`src/rtl/stack_access_ctrl.sv`:
```
// ---------------------------------------------------------------------------
// stack_access_ctrl
//
// Initiator-side sequencer for the 256x8 data memory port. Turns PUSH, POP,
// CALL and RET requests from the control unit into single memory cycles. It
// also keeps the stack pointer, the depth count and the full/empty flags. The
// popped byte, or the return address for RET, is handed back over a
// valid/ready response channel.
//
// The stack grows downward. SP always points at the next free location, so a
// write uses SP and a read uses SP+1.
//
// Optional feature (compile-time macro STACK_GUARD_EN):
//   When it is defined, PUSH/CALL on a full stack and POP/RET on an empty
//   stack are suppressed. No write is made, SP and depth stay unchanged, and
//   the response is flagged with rsp_fault=1 and rsp_data=0.
//   When it is undefined, no check is made: SP wraps, depth saturates, and
//   rsp_fault is tied to 0.
//
// Ports:
//   clk, rst_n            clock, asynchronous active-low reset
//   req_valid/req_ready   request handshake
//   req_op                00 PUSH, 01 POP, 10 CALL, 11 RET
//   push_data             operand written by PUSH
//   npc_in                next-PC written by CALL
//   sp_load, sp_load_val  reload SP (and clear depth) while idle
//   rsp_valid/rsp_ready   response handshake
//   rsp_data              popped byte, 0 for PUSH/CALL
//   rsp_is_ret            response belongs to a RET
//   rsp_fault             operation was suppressed by the guard
//   mem_addr, mem_wr,
//   mem_wdata, mem_rdata  data memory port (combinational read)
//   sp_out                current stack pointer
//   stack_empty/full      depth == 0 / depth == STACK_SIZE
// ---------------------------------------------------------------------------
module stack_access_ctrl #(
    parameter logic [7:0] SP_INIT    = 8'hFF,
    parameter int         STACK_SIZE = 64
) (
    input  logic       clk,
    input  logic       rst_n,
    input  logic       req_valid,
    output logic       req_ready,
    input  logic [1:0] req_op,
    input  logic [7:0] push_data,
    input  logic [7:0] npc_in,
    input  logic       sp_load,
    input  logic [7:0] sp_load_val,
    output logic       rsp_valid,
    input  logic       rsp_ready,
    output logic [7:0] rsp_data,
    output logic       rsp_is_ret,
    output logic       rsp_fault,
    output logic [7:0] mem_addr,
    output logic       mem_wr,
    output logic [7:0] mem_wdata,
    input  logic [7:0] mem_rdata,
    output logic [7:0] sp_out,
    output logic       stack_empty,
    output logic       stack_full
);

    localparam logic [1:0] OP_PUSH = 2'b00;
    localparam logic [1:0] OP_POP  = 2'b01;
    localparam logic [1:0] OP_CALL = 2'b10;
    localparam logic [1:0] OP_RET  = 2'b11;

    localparam logic [8:0] FULL_DEPTH = 9'(STACK_SIZE);

    typedef enum logic [1:0] {
        IDLE = 2'd0,
        EXEC = 2'd1,
        RESP = 2'd2
    } state_t;

    state_t     state, state_next;
    logic [7:0] sp;
    logic [8:0] depth;
    logic [1:0] op_q;
    logic [7:0] operand_q;
    logic [7:0] rsp_data_q;
    logic       rsp_is_ret_q;
    logic       rsp_fault_q;

    logic       push_like;
    logic       fault;
    logic       accept;

    // PUSH and CALL both write downward. POP and RET both read upward.
    assign push_like = (op_q == OP_PUSH) || (op_q == OP_CALL);

    assign stack_empty = (depth == 9'd0);
    assign stack_full  = (depth == FULL_DEPTH);

    assign req_ready = (state == IDLE) && !sp_load;
    assign accept    = req_valid && req_ready;
    assign rsp_valid = (state == RESP);
    assign rsp_data  = rsp_data_q;
    assign rsp_is_ret = rsp_is_ret_q;
    assign sp_out    = sp;

`ifdef STACK_GUARD_EN
    // The guard is only evaluated during EXEC, the cycle that would touch memory.
    assign fault     = (state == EXEC) && (push_like ? stack_full : stack_empty);
    assign rsp_fault = rsp_fault_q;
`else
    assign fault     = 1'b0;
    assign rsp_fault = 1'b0;
`endif

    // State register.
    always_ff @(posedge clk or negedge rst_n) begin
        if (!rst_n) begin
            state <= IDLE;
        end else begin
            state <= state_next;
        end
    end

    // Next-state logic and memory port drive. EXEC always lasts exactly one
    // cycle. RESP waits for the consumer's handshake.
    always_comb begin
        state_next = state;
        mem_addr   = sp;
        mem_wr     = 1'b0;
        mem_wdata  = 8'h00;
        case (state)
            IDLE: begin
                if (accept) begin
                    state_next = EXEC;
                end
            end
            EXEC: begin
                state_next = RESP;
                if (push_like) begin
                    mem_addr  = sp;
                    mem_wdata = operand_q;
                    mem_wr    = !fault;
                end else begin
                    mem_addr = sp + 8'd1;
                end
            end
            RESP: begin
                if (rsp_ready) begin
                    state_next = IDLE;
                end
            end
            default: state_next = IDLE;
        endcase
    end

    // Request capture. The operand is picked by opcode at accept time, so EXEC
    // only needs one data register.
    always_ff @(posedge clk or negedge rst_n) begin
        if (!rst_n) begin
            op_q      <= OP_PUSH;
            operand_q <= 8'h00;
        end else if (accept) begin
            op_q      <= req_op;
            operand_q <= (req_op == OP_CALL) ? npc_in : push_data;
        end
    end

    // Stack pointer and depth. An sp_load in IDLE starts a fresh, empty stack.
    // Depth saturates at both ends; SP itself simply wraps modulo 256.
    always_ff @(posedge clk or negedge rst_n) begin
        if (!rst_n) begin
            sp    <= SP_INIT;
            depth <= 9'd0;
        end else if ((state == IDLE) && sp_load) begin
            sp    <= sp_load_val;
            depth <= 9'd0;
        end else if ((state == EXEC) && !fault) begin
            if (push_like) begin
                sp <= sp - 8'd1;
                if (depth != FULL_DEPTH) begin
                    depth <= depth + 9'd1;
                end
            end else begin
                sp <= sp + 8'd1;
                if (depth != 9'd0) begin
                    depth <= depth - 9'd1;
                end
            end
        end
    end

    // Response registers. They are loaded once at the end of EXEC and then
    // hold steady through RESP, for however long the consumer stalls.
    always_ff @(posedge clk or negedge rst_n) begin
        if (!rst_n) begin
            rsp_data_q   <= 8'h00;
            rsp_is_ret_q <= 1'b0;
            rsp_fault_q  <= 1'b0;
        end else if (state == EXEC) begin
            rsp_data_q   <= (push_like || fault) ? 8'h00 : mem_rdata;
            rsp_is_ret_q <= (op_q == OP_RET);
            rsp_fault_q  <= fault;
        end
    end

endmodule

```
`config.mk`:
```
export PLATFORM = sky130hd
export DESIGN_NAME = stack_access_ctrl
export DESIGN_NICKNAME = d
export VERILOG_FILES = /design/src/rtl/stack_access_ctrl.sv
export SDC_FILE = /design/constraint.sdc
export NUM_CORES = 1
export LEC_CHECK = 0
export ABC_AREA = 1
export BUFFER_PORTS_ARGS = -buffer_cell sky130_fd_sc_hd__buf_4
export CORE_AREA = 2 2 90 92
export CTS_CLUSTER_DIAMETER = 30
export DETAILED_ROUTE_END_ITERATION = 10
export DIE_AREA = 0 0 92 94
export GPL_TIMING_DRIVEN = 0
export PLACE_DENSITY = 0.58
export SYNTH_ARGS = -nofsm -noshare
export SYNTH_HDL_FRONTEND = slang
export SYNTH_SLANG_ARGS = --single-unit
```
`constraint.sdc`:
```
create_clock -name clk -period 2.99 [get_ports clk]
set_clock_uncertainty 0.15 [all_clocks]
set_input_delay 0.1495 -clock clk [delete_from_list [all_inputs] [get_ports clk]]
set_output_delay 0.1495 -clock clk [all_outputs]
set_load 0.05 [all_outputs]
```
Word-level counts from Yosys, hierarchy flattened. Cells that the tools add are included.

Add/subtract/negate cells: 4. Equal/unequal tests: 10. Reduce and logical (&&, ||, !) cells: 13. Mux-type cells: 19.

Operators by type and width (number): two-way mux 8 bit (9); two-way mux 9 bit (5); adder 9 x 1 -> 9 bit (second input constant) (1); == test 9 x 7 -> 1 bit (second input constant) (1); logical NOT 9 bit (1); inequality test 9 x 7 -> 1 bit (second input constant) (1); nonzero test 9 bit (1); subtractor 9 x 1 -> 9 bit (second input constant) (1); adder 8 x 1 -> 8 bit (second input constant) (1); == test 2 bit (second input constant) (4); subtractor 8 x 1 -> 8 bit (second input constant) (1); one-hot mux 2 bit (3 select lines) (1); logical NOT 2 bit (2); two-way mux 2 bit (2); logical AND 1 bit (3); inequality test 3 x 1 -> 1 bit (second input constant) (1); AND reduction 3 bit (1); nonzero test 3 bit (1); == test 2 x 1 -> 1 bit (second input constant) (1); two-way mux 1 bit (2); inequality test 2 x 1 -> 1 bit (second input constant) (1); inequality test 2 bit (second input constant) (1); AND reduction 2 bit (1); nonzero test 2 bit (1); other kinds (2) (2).

Logic and storage cells: 53. Input bits: 39. Output and inout bits: 39. Flip-flop bits (word level): 38.

Logic depth before layout (Yosys ltp). Gate-level depths: netlist of the first run.

Depth after elaboration: 5. Mapped depth: 10. Depth with buffers taken out: 10.

Least setup slack after synthesis of the first run. OpenSTA, ideal clock, no wires.

Kind: register to output. From: reg sp[1], in the netlist sp_out[1]. To: out mem_addr[4]. Arrival: 2380 ps. Cell stages (with the launch flop): 6. Slack: 311 ps. Required time: 2691 ps. Path buffers: 0. Cells stage by stage: dfstp_2 ha_1 nand2_1 nor3_1 a21oi_1 o21ai_0.

Longest elaborated chain between the ends: 3.

RTL lines: start: declaration (line 77) `logic [7:0] sp;`; start signal: assignment (line 171) `sp <= sp_load_val;`; start signal: assignment (line 175) `sp <= sp - 8'd1;`; start signal: assignment (line 180) `sp <= sp + 8'd1;`; adder 8 x 1 -> 8 bit (line 140) `mem_addr = sp + 8'd1;`; two-way mux 8 bit (line 135) `if (push_like) begin`; two-way mux 8 bit (line 127) `case (state)`; end: declaration (line 54) `output logic [7:0] mem_addr,`.

Every way passes these cells.

Worst setup path in the final report of the first run.
From: reg op_q[0]. To: out mem_addr[0].

Longest elaborated chain between the ends: 4. Elaborated cells between the ends (all ways): 5. Classes of those cells: eq/ne (1); mux (2); reduce/logical (2).

RTL lines: start: declaration (line 79) `logic [1:0] op_q;`; start signal: assignment (line 159) `op_q <= req_op;`; == test 2 bit / logical NOT 2 bit (equally long branches) (line 90) `assign push_like = (op_q == OP_PUSH) || (op_q == OP_CALL);`; logical OR 1 bit * (line 90); two-way mux 8 bit * (line 135); two-way mux 8 bit * (line 127).

Every way passes the cells marked *; elsewhere a longest branch is shown, timed or not.

==> flow_summary.ini, run 1 <==
[finish]
syn_to_final_growth_pct = 35.84
total_inserted_antenna_cells = 0
final_common_cell = sky130_fd_sc_hd__nand2_1
final_layout_size_suffix_gt1_share_pct = 27.17
fillerInstances = 775
finalNetCount = 498
layout.cells.most_common_list = sky130_fd_sc_hd__nand2_1 (90), sky130_fd_sc_hd__buf_4 (76), sky130_fd_sc_hd__inv_1 (38), sky130_fd_sc_hd__nand3_1 (33), sky130_fd_sc_hd__dfrtp_1 (30)

[flow_run]
max_cap_violations = 0

[sta]
setup_violations = 0
final_min_period_ns = 2.600
tns_ns = 0
worst_slew_margin_rel_pct = 61.26
final_min_period_over_clock_period_pct = 86.95
holdWs_ns = 0.01438
max_slew.worst_pin.slew_ns = 0.5810
setup_repair_after_global_routing_missed_its_margin = no
max_freq_mhz = 384.6
hold_fails_final_rpt = 0
finalWorstSetupSlack_ns = 0.3901
final_max_slew_viol_count = 0

[synth]
syn_nets = 401
syn_area_per_cell_um2 = 7.439
synth-seq-cells = 38
netlist.area_leader.share_pct = 28.75
synth_top_cell_by_area = sky130_fd_sc_hd__dfrtp_1
synth_area_um2 = 2611
postSynthCellCount = 351
synth_area_leaders = sky130_fd_sc_hd__dfrtp_1 (29%), sky130_fd_sc_hd__nand2_1 (13%), sky130_fd_sc_hd__dfstp_2 (8.0%)
synth_seq_area_share_pct = 36.80
yosysUniqueCellTypes = 41
yosys_warnings = 0

[status]
run_status = complete, no violations

[grt]
grt_start_max_net_pins = 39
grt_pass1_wl_mm = 11.72
number_of_global_route_vias_before_repair = 2518
grt_use_total_pct = 16.93
globalRouteOverflowTotal = 0
grt_antenna_before_repair = 0

[routing]
route.vias.total = 2586
ant_nets = 0
drt-total-wl_mm = 7.029
viasPerCell = 4.693
detail_route.drc_violations = 0
route.detailed.wl_per_inst_um = 12.76
drt_first_iter_violations = 132
drt_pre_antenna_iters = 4

[worst_setup_path]
crit_path_start_kind = flip-flop
regToRegSetupSlack_ns = 0.46
endpoint_kind = output pin
crit-reg2reg-launch = op_q[0]$_DFFE_PN0P_
reg2reg_depth = 10
cp_data_required_time_ns = 2.69
critical_path.reg2reg.endpoint = depth[8]$_DFFE_PN0P_
worst-setup-path-type = flip-flop to output pin
worst_ep_arrival_time_ns = 2.30
crit_fanout = 11

[die]
placementRows = 32
core_area_um2 = 7607
die_w_um = 92
floorplan.io_pins = 78
dieArea_um2 = 8648
die_y_um = 94
floorplan.initialDensity_pct = 34.33

[power]
report.power.total_mw = 3.172
total_leakage_power_nw = 1.827
ir_worst_vdd_uv = 261.7
power_per_cell_area_nw_per_um2 = 894.2

[placement]
dp.final_hpwl_mm = 5.128
preCtsSetupSlack_ns = 0.3969
finalWeightedCongestion = 0.8907
port_buffers = 75

[cts]
clockRootBuffer = sky130_fd_sc_hd__clkbuf_8
clk_path_buf_depth = 2
number_of_h_tree_levels = 2
worstSkewPairLatency_ns = 0.30
cts.sink_count = 38
tritoncts = done
number_of_buffers_created_by_cts = 5
worst_setup_hold_path_clk_slew_ns = 0.08

[min_path]
hold-path-endpoint = operand_q[2]$_DFFE_PN0P_
worstHoldPathCells = 3
hold_start = npc_in[2]
worst_hold_path_type = primary input to flip-flop
## registers in the layout (all words and copies together), names as in the netlist
signal	cells
depth	9
rsp_is_ret	1
rsp_data	8
operand_q	8
op_q	2
sp_out	8
state	2
## area by class of cell
cell class                      instances  area, um^2  share of cell area [%]
Multi-Input combinational cell        257        1400                   39.47
Sequential cell                        38       960.9                   27.09
Timing Repair Buffer                   90       713.2                   20.11
Inverter                               46       182.7                   5.150
Tap cell                              102       127.6                   3.598
Clock buffer                            6       82.58                   2.328
Buffer                                 10       67.56                   1.905
Clock inverter                          2       12.51                  0.3527
## critical path, cell delays in order (launching register included)
cell	delay (ns)
sky130_fd_sc_hd__dfrtp_1	0.55
sky130_fd_sc_hd__inv_4	0.24
sky130_fd_sc_hd__buf_1	0.48
sky130_fd_sc_hd__ha_1	0.34
sky130_fd_sc_hd__nand2_1	0.06
sky130_fd_sc_hd__o21ai_0	0.11
sky130_fd_sc_hd__buf_4	0.21
## power breakdown
group | internal (mW) | total (mW) | leakage (nW) | switching (mW)
Sequential | 0.709 | 0.892 | 0.475 | 0.183
Clock | 0.186 | 0.380 | 0.0472 | 0.195
Combinational | 0.630 | 1.90 | 1.31 | 1.27
Total | 1.52 | 3.17 | 1.83 | 1.65
## layer usage
metal  vias up  routed length (um)  track usage, %
met3         5                 391           3.210
met1      1173                3278           21.85
met5         -                   0               0
met4         0                  63           4.478
met2        69                3296           29.17
li1       1339                   -               -
## kinds of logic (layout without fill, tap and decap cells)
| group | after synthesis | after routing | share of synthesized area (%) |
|---|---|---|---|
| flip-flops | 38 | 38 | 36.80 |
| buffers and inverters | 56 | 154 | 9.583 |
| AO/OA/AOI/OAI | 66 | 66 | 15.38 |
| adder cells (fa/ha/maj) | 11 | 11 | 5.558 |
| other | 1 | 1 | 0.1436 |
| AND/OR/NAND/NOR | 171 | 171 | 29.85 |
| XOR/XNOR | 8 | 8 | 2.683 |
## worst max-delay path by stage
stage	depth (start not counted)	to	startpoint	slack (ns)
global placement	10	depth[8]$_DFFE_PN0P_	op_q[0]$_DFFE_PN0P_	0.45
global route	6	mem_addr[0]	op_q[0]$_DFFE_PN0P_	0.22
floorplan	5	mem_addr[4]	sp_out[1]$_DFFE_PN1P_	0.31
detailed placement	10	depth[8]$_DFFE_PN0P_	op_q[0]$_DFFE_PN0P_	0.40
CTS	6	mem_addr[0]	op_q[0]$_DFFE_PN0P_	0.31
finish	6	mem_addr[0]	op_q[0]$_DFFE_PN0P_	0.39
## timing repair
| action | 4_1_cts | 5_1_grt |
|---|---|---|
| hold buffers | 15 | 0 |
| buffers inserted | 0 | 0 |
| endpoints found under the setup margin | 0 | 0 |
| gates resized for setup | 0 | 0 |
| endpoints found under the hold margin | 44 | 0 |
## cells in the mapped netlist, drive strengths merged
cell type / number
buf: 9
nor2: 36
nor3: 3
conb: 1
a22o: 8
dfrtp: 30
fa: 1
o21ai: 29
o31ai: 8
nand2: 93
a21oi: 15
clkinv: 1
o211ai: 3
nand3b: 1
o21bai: 1
clkbuf: 1
xor2: 6
inv: 45
o22ai: 1
ha: 10
dfstp: 8
nand4: 1
xnor2: 2
nand3: 37
o21a: 1
## stage by stage
| stage | instances | cell area, um^2 | utilization, % |
|---|---|---|---|
| finish | 551 | 3547 | 46.63 |
| global route | 551 | 3547 | 46.63 |
| CTS | 551 | 3547 | 46.63 |
| detailed placement | 528 | 3302 | 43.40 |
| global placement | 528 | 3302 | 43.40 |
| floorplan | 351 | 2611 | - |
Power figures use the tool's default switching activity.
==> run 2: changes to the inputs <==
Clock period 2.99 ns to 2.8 ns, I/O delays scaled along.
==> run 2 against run 1 <==
Net effect:
- global-route usage barely moved
- setup slack lost 0.17 ns
- first-iteration DRC count down 6.1%
- die area stayed put
- via count increased by 1.3%
- clock power increased by 7.1%
- final area rose by 0.56%
- sequential power grew 7.0%
- wire length up 0.63%
- non-clock buffer count is 2 higher
- sequential cell count unchanged
- highest routed layer unchanged
==> flow_summary.ini, run 2 (synthesis results as in run 1) <==
[placement]
finalWeightedCongestion = 0.8907
port_buffers = 75
dpl-instance-area_um2 = 3302
dp.final_hpwl_mm = 5.128

[worst_setup_path]
cp_data_required_time_ns = 2.51
critical_path_cell_count = 6
worst_ep_arrival_time_ns = 2.29
regToRegSetupSlack_ns = 0.27
max_stage_delay_ns = 0.55
crit_path_start_kind = flip-flop
crit_fanout = 11
cp_slowest_cell = sky130_fd_sc_hd__dfrtp_1
buffer_and_inverter_count_on_the_worst_path = 3
reg2reg_depth = 10
endpoint_kind = output pin
crit-reg2reg-launch = op_q[0]$_DFFE_PN0P_
critical_path.reg2reg.endpoint = depth[8]$_DFFE_PN0P_
cpLargestDelayFamily = buffers and inverters
ordered_list_of_cells_on_the_worst_path = inv_4 -> buf_1 -> ha_1 -> nand2_1 -> o21ai_0 -> buf_4
worst-setup-path-type = flip-flop to output pin

[finish]
final_layout_size_suffix_gt1_share_pct = 27.05
syn_to_final_growth_pct = 36.61
finalNetCount = 500
register_with_the_highest_flop_count = depth
largest_register_ff_count = 9
total_inserted_antenna_cells = 0
final_common_cell = sky130_fd_sc_hd__nand2_1
layout.cells.most_common_list = sky130_fd_sc_hd__nand2_1 (90), sky130_fd_sc_hd__buf_4 (76), sky130_fd_sc_hd__inv_1 (38), sky130_fd_sc_hd__nand3_1 (33), sky130_fd_sc_hd__dfrtp_1 (30)
stdcell_area_um2 = 3567

[routing]
detail_route.drc_violations = 0
viasPerCell = 4.738
drt-total-wl_mm = 7.073
drt_first_iter_violations = 124
ant_nets = 0
drt_pre_antenna_iters = 4
route.detailed.wl_per_inst_um = 12.79
route.vias.total = 2620

[power]
power.combinational.fraction_pct = 59.9
ir_worst_vdd_uv = 279.3
clock_power_share_pct = 12.0
power_per_cell_area_nw_per_um2 = 951.0
internal_power_mw = 1.630
share_of_power_burned_in_registers_pct = 28.1
netSwitchingFraction_pct = 51.96
total_leakage_power_nw = 1.836
net-switching-power_mw = 1.762

[die]
dieArea_um2 = 8648
die_y_um = 94
core_area_um2 = 7607
placementRows = 32
floorplan.io_pins = 78
floorplan.initialDensity_pct = 34.33
die_w_um = 92

[min_path]
hold-path-endpoint = operand_q[4]$_DFFE_PN0P_
worstHoldPathCells = 3
hold_start = npc_in[4]
worst_hold_path_type = primary input to flip-flop

[cts]
worst_setup_hold_path_clk_slew_ns = 0.08
number_of_h_tree_levels = 2
worstSkewPairLatency_ns = 0.30
post_cts_resize_count = 0
clockRootBuffer = sky130_fd_sc_hd__clkbuf_8
tritoncts = done
number_of_buffers_created_by_cts = 5
clk_path_buf_depth = 2
postCtsSetupBuffers = 0
cts.sink_count = 38

[sta]
tns_ns = 0
final_min_period_over_clock_period_pct = 92.20
hold_fails_final_rpt = 0
worst_slew_margin_rel_pct = 61.94
setup_violations = 0
max_freq_mhz = 387.4
setup_repair_after_global_routing_missed_its_margin = no
final_max_slew_viol_count = 0
max_slew.worst_pin.slew_ns = 0.5708
final_min_period_ns = 2.581

[grt]
globalRouteOverflowTotal = 0
number_of_global_route_vias_before_repair = 2523
grt_antenna_before_repair = 0
grt_use_total_pct = 16.97
grt_pass1_wl_mm = 11.74
grt_start_max_net_pins = 39

[flow_run]
max_cap_violations = 0

[status]
run_status = complete, no violations
-- run 2: cell count changes in the layout (fill, tap and decap cells not counted), sizes merged --
cell         change
dlygate4sd3      +2
-- run 2: what timing repair did --
action	in CTS	in global routing
hold endpoints to repair	46	0
hold buffers	17	0
endpoints found under the setup margin	0	0
-- run 2: how the worst max path moves through the flow --
stage | slack (ns) | to | startpoint
after global placement | 0.26 | depth[8]$_DFFE_PN0P_ | op_q[0]$_DFFE_PN0P_
final | 0.22 | mem_addr[0] | op_q[0]$_DFFE_PN0P_
after global routing | 0.04 | mem_addr[0] | op_q[0]$_DFFE_PN0P_
after detailed placement | 0.21 | depth[8]$_DFFE_PN0P_ | op_q[0]$_DFFE_PN0P_
after floorplan | 0.13 | mem_addr[4] | sp_out[1]$_DFFE_PN1P_
after CTS | 0.13 | mem_addr[0] | op_q[0]$_DFFE_PN0P_
-- run 2: cell type report --
class | count | area [um^2]
Buffer | 10 | 67.56
Clock buffer | 6 | 82.58
Clock inverter | 2 | 12.51
Fill cell | 778 | 4040
Inverter | 46 | 182.7
Multi-Input combinational cell | 257 | 1400
Sequential cell | 38 | 960.9
Tap cell | 102 | 127.6
Timing Repair Buffer | 92 | 733.2
-- run 2: per-layer routing --
metal,global-route usage (%),routed length (um)
met1,21.85,3236
met2,29.29,3396
met3,3.210,377
met4,4.478,63
met5,0,0
-- run 2: power by group through the flow --
stage | clock network (mW) | logic (mW) | registers [mW]
detailed placement | 0 | 2.02 | 0.959
global route | 0.444 | 2.24 | 0.984
floorplan | 0 | 1.24 | 1.19
global placement | 0 | 2.00 | 0.958
finish | 0.407 | 2.03 | 0.954
CTS | 0.425 | 2.05 | 0.951
-- run 2: through the flow --
step / worst slack (ns) / utilization [%] / total power [mW] / cells / hold WS, ns
floorplan: 0.1304 / - / 2.426 / 351 / -0.3056
global placement: 0.2582 / 43.40 / 2.956 / 528 / 0.004597
detailed placement: 0.2069 / 43.40 / 2.981 / 528 / 0.006780
CTS: 0.1340 / 46.89 / 3.422 / 553 / 0.001880
global route: 0.04175 / 46.89 / 3.665 / 553 / 0.02044
finish: 0.2185 / 46.89 / 3.392 / 553 / 0.007152
-- run 2: worst reg2reg max path: cells and delay by family, from the launching register on --
| family | cells | cell delay [ns] |
|---|---|---|
| adders and majority gates | 1 | 0.49 |
| buffers and inverters | 2 | 0.49 |
| DFF | 1 | 0.63 |
| and+or+nand+nor | 7 | 0.68 |
==> run 3: changes to the inputs <==
Settings changed: PLACE_DENSITY 0.58 to 0.6.
Clock period 2.8 ns to 2.34 ns, I/O delays scaled along.
==> run 3 against run 2 <==
Net effect:
- power grew 20%
- utilization is 1.3 points higher
- register-to-register slack worse by 0.04 ns
- sequential power is 19% higher
- first-iteration DRC count shrank 37%
- non-clock buffer count up 9
- wire length down 0.41%
- clock power is 20% higher
- final area up 2.7%
==> flow_summary.ini, run 3 (synthesis results as in run 1) <==
[power]
internal_power_mw = 1.969
power.combinational.fraction_pct = 60.2
clock_power_share_pct = 12.0
power_per_cell_area_nw_per_um2 = 1114
ir_worst_vdd_uv = 280.6
netSwitchingFraction_pct = 51.78
share_of_power_burned_in_registers_pct = 27.9
total_leakage_power_nw = 1.876
net-switching-power_mw = 2.115

[worst_setup_path]
worst-setup-path-type = flip-flop to flip-flop
crit_path_start_kind = flip-flop
regToRegSetupSlack_ns = 0.23
max_stage_delay_ns = 0.56
critical_path.reg2reg.endpoint = operand_q[6]$_DFFE_PN0P_
crit-reg2reg-launch = state[0]$_DFFE_PN0P_
worst_setup_path_endpoint = operand_q[6]$_DFFE_PN0P_
timing.critical_path.from = state[0]$_DFFE_PN0P_
crit_fanout = 10
reg2reg_depth = 6
endpoint_kind = flip-flop
ordered_list_of_cells_on_the_worst_path = nor3_2 -> nand2_2 -> buf_2 -> nand2_1 -> o31ai_1 -> dlygate4sd3_1
cp_slowest_cell = sky130_fd_sc_hd__dlygate4sd3_1
worst_ep_arrival_time_ns = 2.14
cp_data_required_time_ns = 2.37

[sta]
max_freq_mhz = 472.8
setup_repair_after_global_routing_missed_its_margin = no
tns_ns = 0
setup_violations = 0
final_min_period_ns = 2.115
final_max_slew_viol_count = 0
final_min_period_over_clock_period_pct = 90.38
hold_fails_final_rpt = 0
holdWs_ns = 0.002102

[finish]
seqCellArea_um2 = 962.2
register_with_the_highest_flop_count = depth
layout.cells.most_common_list = sky130_fd_sc_hd__nand2_1 (90), sky130_fd_sc_hd__buf_4 (76), sky130_fd_sc_hd__inv_1 (38), sky130_fd_sc_hd__nand3_1 (33)
syn_to_final_growth_pct = 40.34
fillerInstances = 787
finalNetCount = 509
postLayoutCoreUtil_pct = 48.17
largest_register_ff_count = 9
finalNonFillerCells = 562
final_layout_size_suffix_gt1_share_pct = 26.74
multiInputGateArea_um2 = 1400
final_common_cell = sky130_fd_sc_hd__nand2_1
total_inserted_antenna_cells = 0

[status]
run_status = complete, no violations

[cts]
clk_path_buf_depth = 2
worstSkewPairLatency_ns = 0.29
clockRootBuffer = sky130_fd_sc_hd__clkbuf_8
number_of_h_tree_levels = 2
postCtsSetupBuffers = 0
number_of_buffers_created_by_cts = 5
tritoncts = done
worst_setup_hold_path_clk_slew_ns = 0.08
cts.sink_count = 38

[routing]
routed-wl-met3_um = 398
detailroute.wirelength.met2_mm = 3.391
route.vias.total = 2654
m1WireLength_mm = 3.215
ant_nets = 0
max_used_layer = met4
detail_route.drc_violations = 0
drt_pre_antenna_iters = 5
route.detailed.wl_per_inst_um = 12.53
drt-total-wl_mm = 7.044
viasPerCell = 4.722
drt_first_iter_violations = 78

[grt]
globalRouteOverflowTotal = 0
grt_pass1_wl_mm = 12.09
number_of_global_route_vias_before_repair = 2637
grt_antenna_before_repair = 0
grt_use_total_pct = 17.16
grt_start_max_net_pins = 39

[placement]
finalWeightedCongestion = 0.8652
place.detailed.instances = 528
dp.final_hpwl_mm = 5.178
port_buffers = 75

[die]
core_area_um2 = 7607
die_w_um = 92
floorplan.initialDensity_pct = 34.33
floorplan.io_pins = 78
dieArea_um2 = 8648
placementRows = 32
die_y_um = 94

[flow_run]
max_cap_violations = 0

[min_path]
worst_hold_path_type = primary input to flip-flop
## run 3: changes by cell type in the layout (fill, tap and decap cells not counted), sizes merged
cell	delta
buf	-1
dlygate4sd3	+10
## run 3: cell type report
type / instances / share of cell area (%)
sequential: 38 / 26.25
buffer: 9 / 1.741
timing repair buffer: 102 / 22.74
inverter: 46 / 4.985
multi-input combinational: 257 / 38.20
clock buffer: 6 / 2.253
clock inverter: 2 / 0.3414
tap: 102 / 3.482
## run 3: worst min path at each step
stage / end / start / slack (ns) / depth (start not counted)
2_1_floorplan: depth[0]$_DFFE_PN0P_ / rst_n / -0.33 / 0
3_3_place_gp: rsp_data[2]$_DFFE_PN0P_ / rst_n / -0.02 / 1
3_5_place_dp: rsp_data[2]$_DFFE_PN0P_ / rst_n / -0.02 / 1
4_1_cts: operand_q[5]$_DFFE_PN0P_ / push_data[5] / 0.002 / 3
5_1_grt: operand_q[5]$_DFFE_PN0P_ / push_data[5] / 0.02 / 3
6_report: operand_q[4]$_DFFE_PN0P_ / push_data[4] / 0.002 / 3
## run 3: power by group through the flow
stage               sequential, mW  combinational (mW)  clock (mW)
floorplan                     1.42                1.49           0
global placement              1.14                2.39           0
detailed placement            1.15                2.42           0
CTS                           1.14                2.47       0.502
global route                  1.18                2.70       0.523
finish                        1.14                2.46       0.489
## run 3: per-stage QoR
step	worst slack, ns	total power, mW	cell area (um^2)
floorplan	0.07112	2.908	2611
detailed placement	-0.1924	3.571	3302
finish	0.2251	4.084	3665
CTS	0.09834	4.111	3664
global route	0.06522	4.402	3665
global placement	-0.1639	3.534	3302
## run 3: repair_timing
item	CTS	global route
endpoints found under the setup margin	4	3
hold buffers	27	0
hold endpoints to repair	54	0
resized for setup	0	1
## run 3: layer usage
layer / global-route usage (%) / vias up
li1: - / 1358
met1: 22.28 / 1213
met2: 29.53 / 77
met3: 3.772 / 6
met4: 3.483 / 0
met5: 0 / -
## run 3: critical path: cells and delay by family, from the launching register on
kind | cells | cell delay [ns]
AND/OR/NAND/NOR | 3 | 0.58
buffers and inverters | 2 | 0.79
flip-flops | 1 | 0.42
AO/OA/AOI/OAI | 1 | 0.06
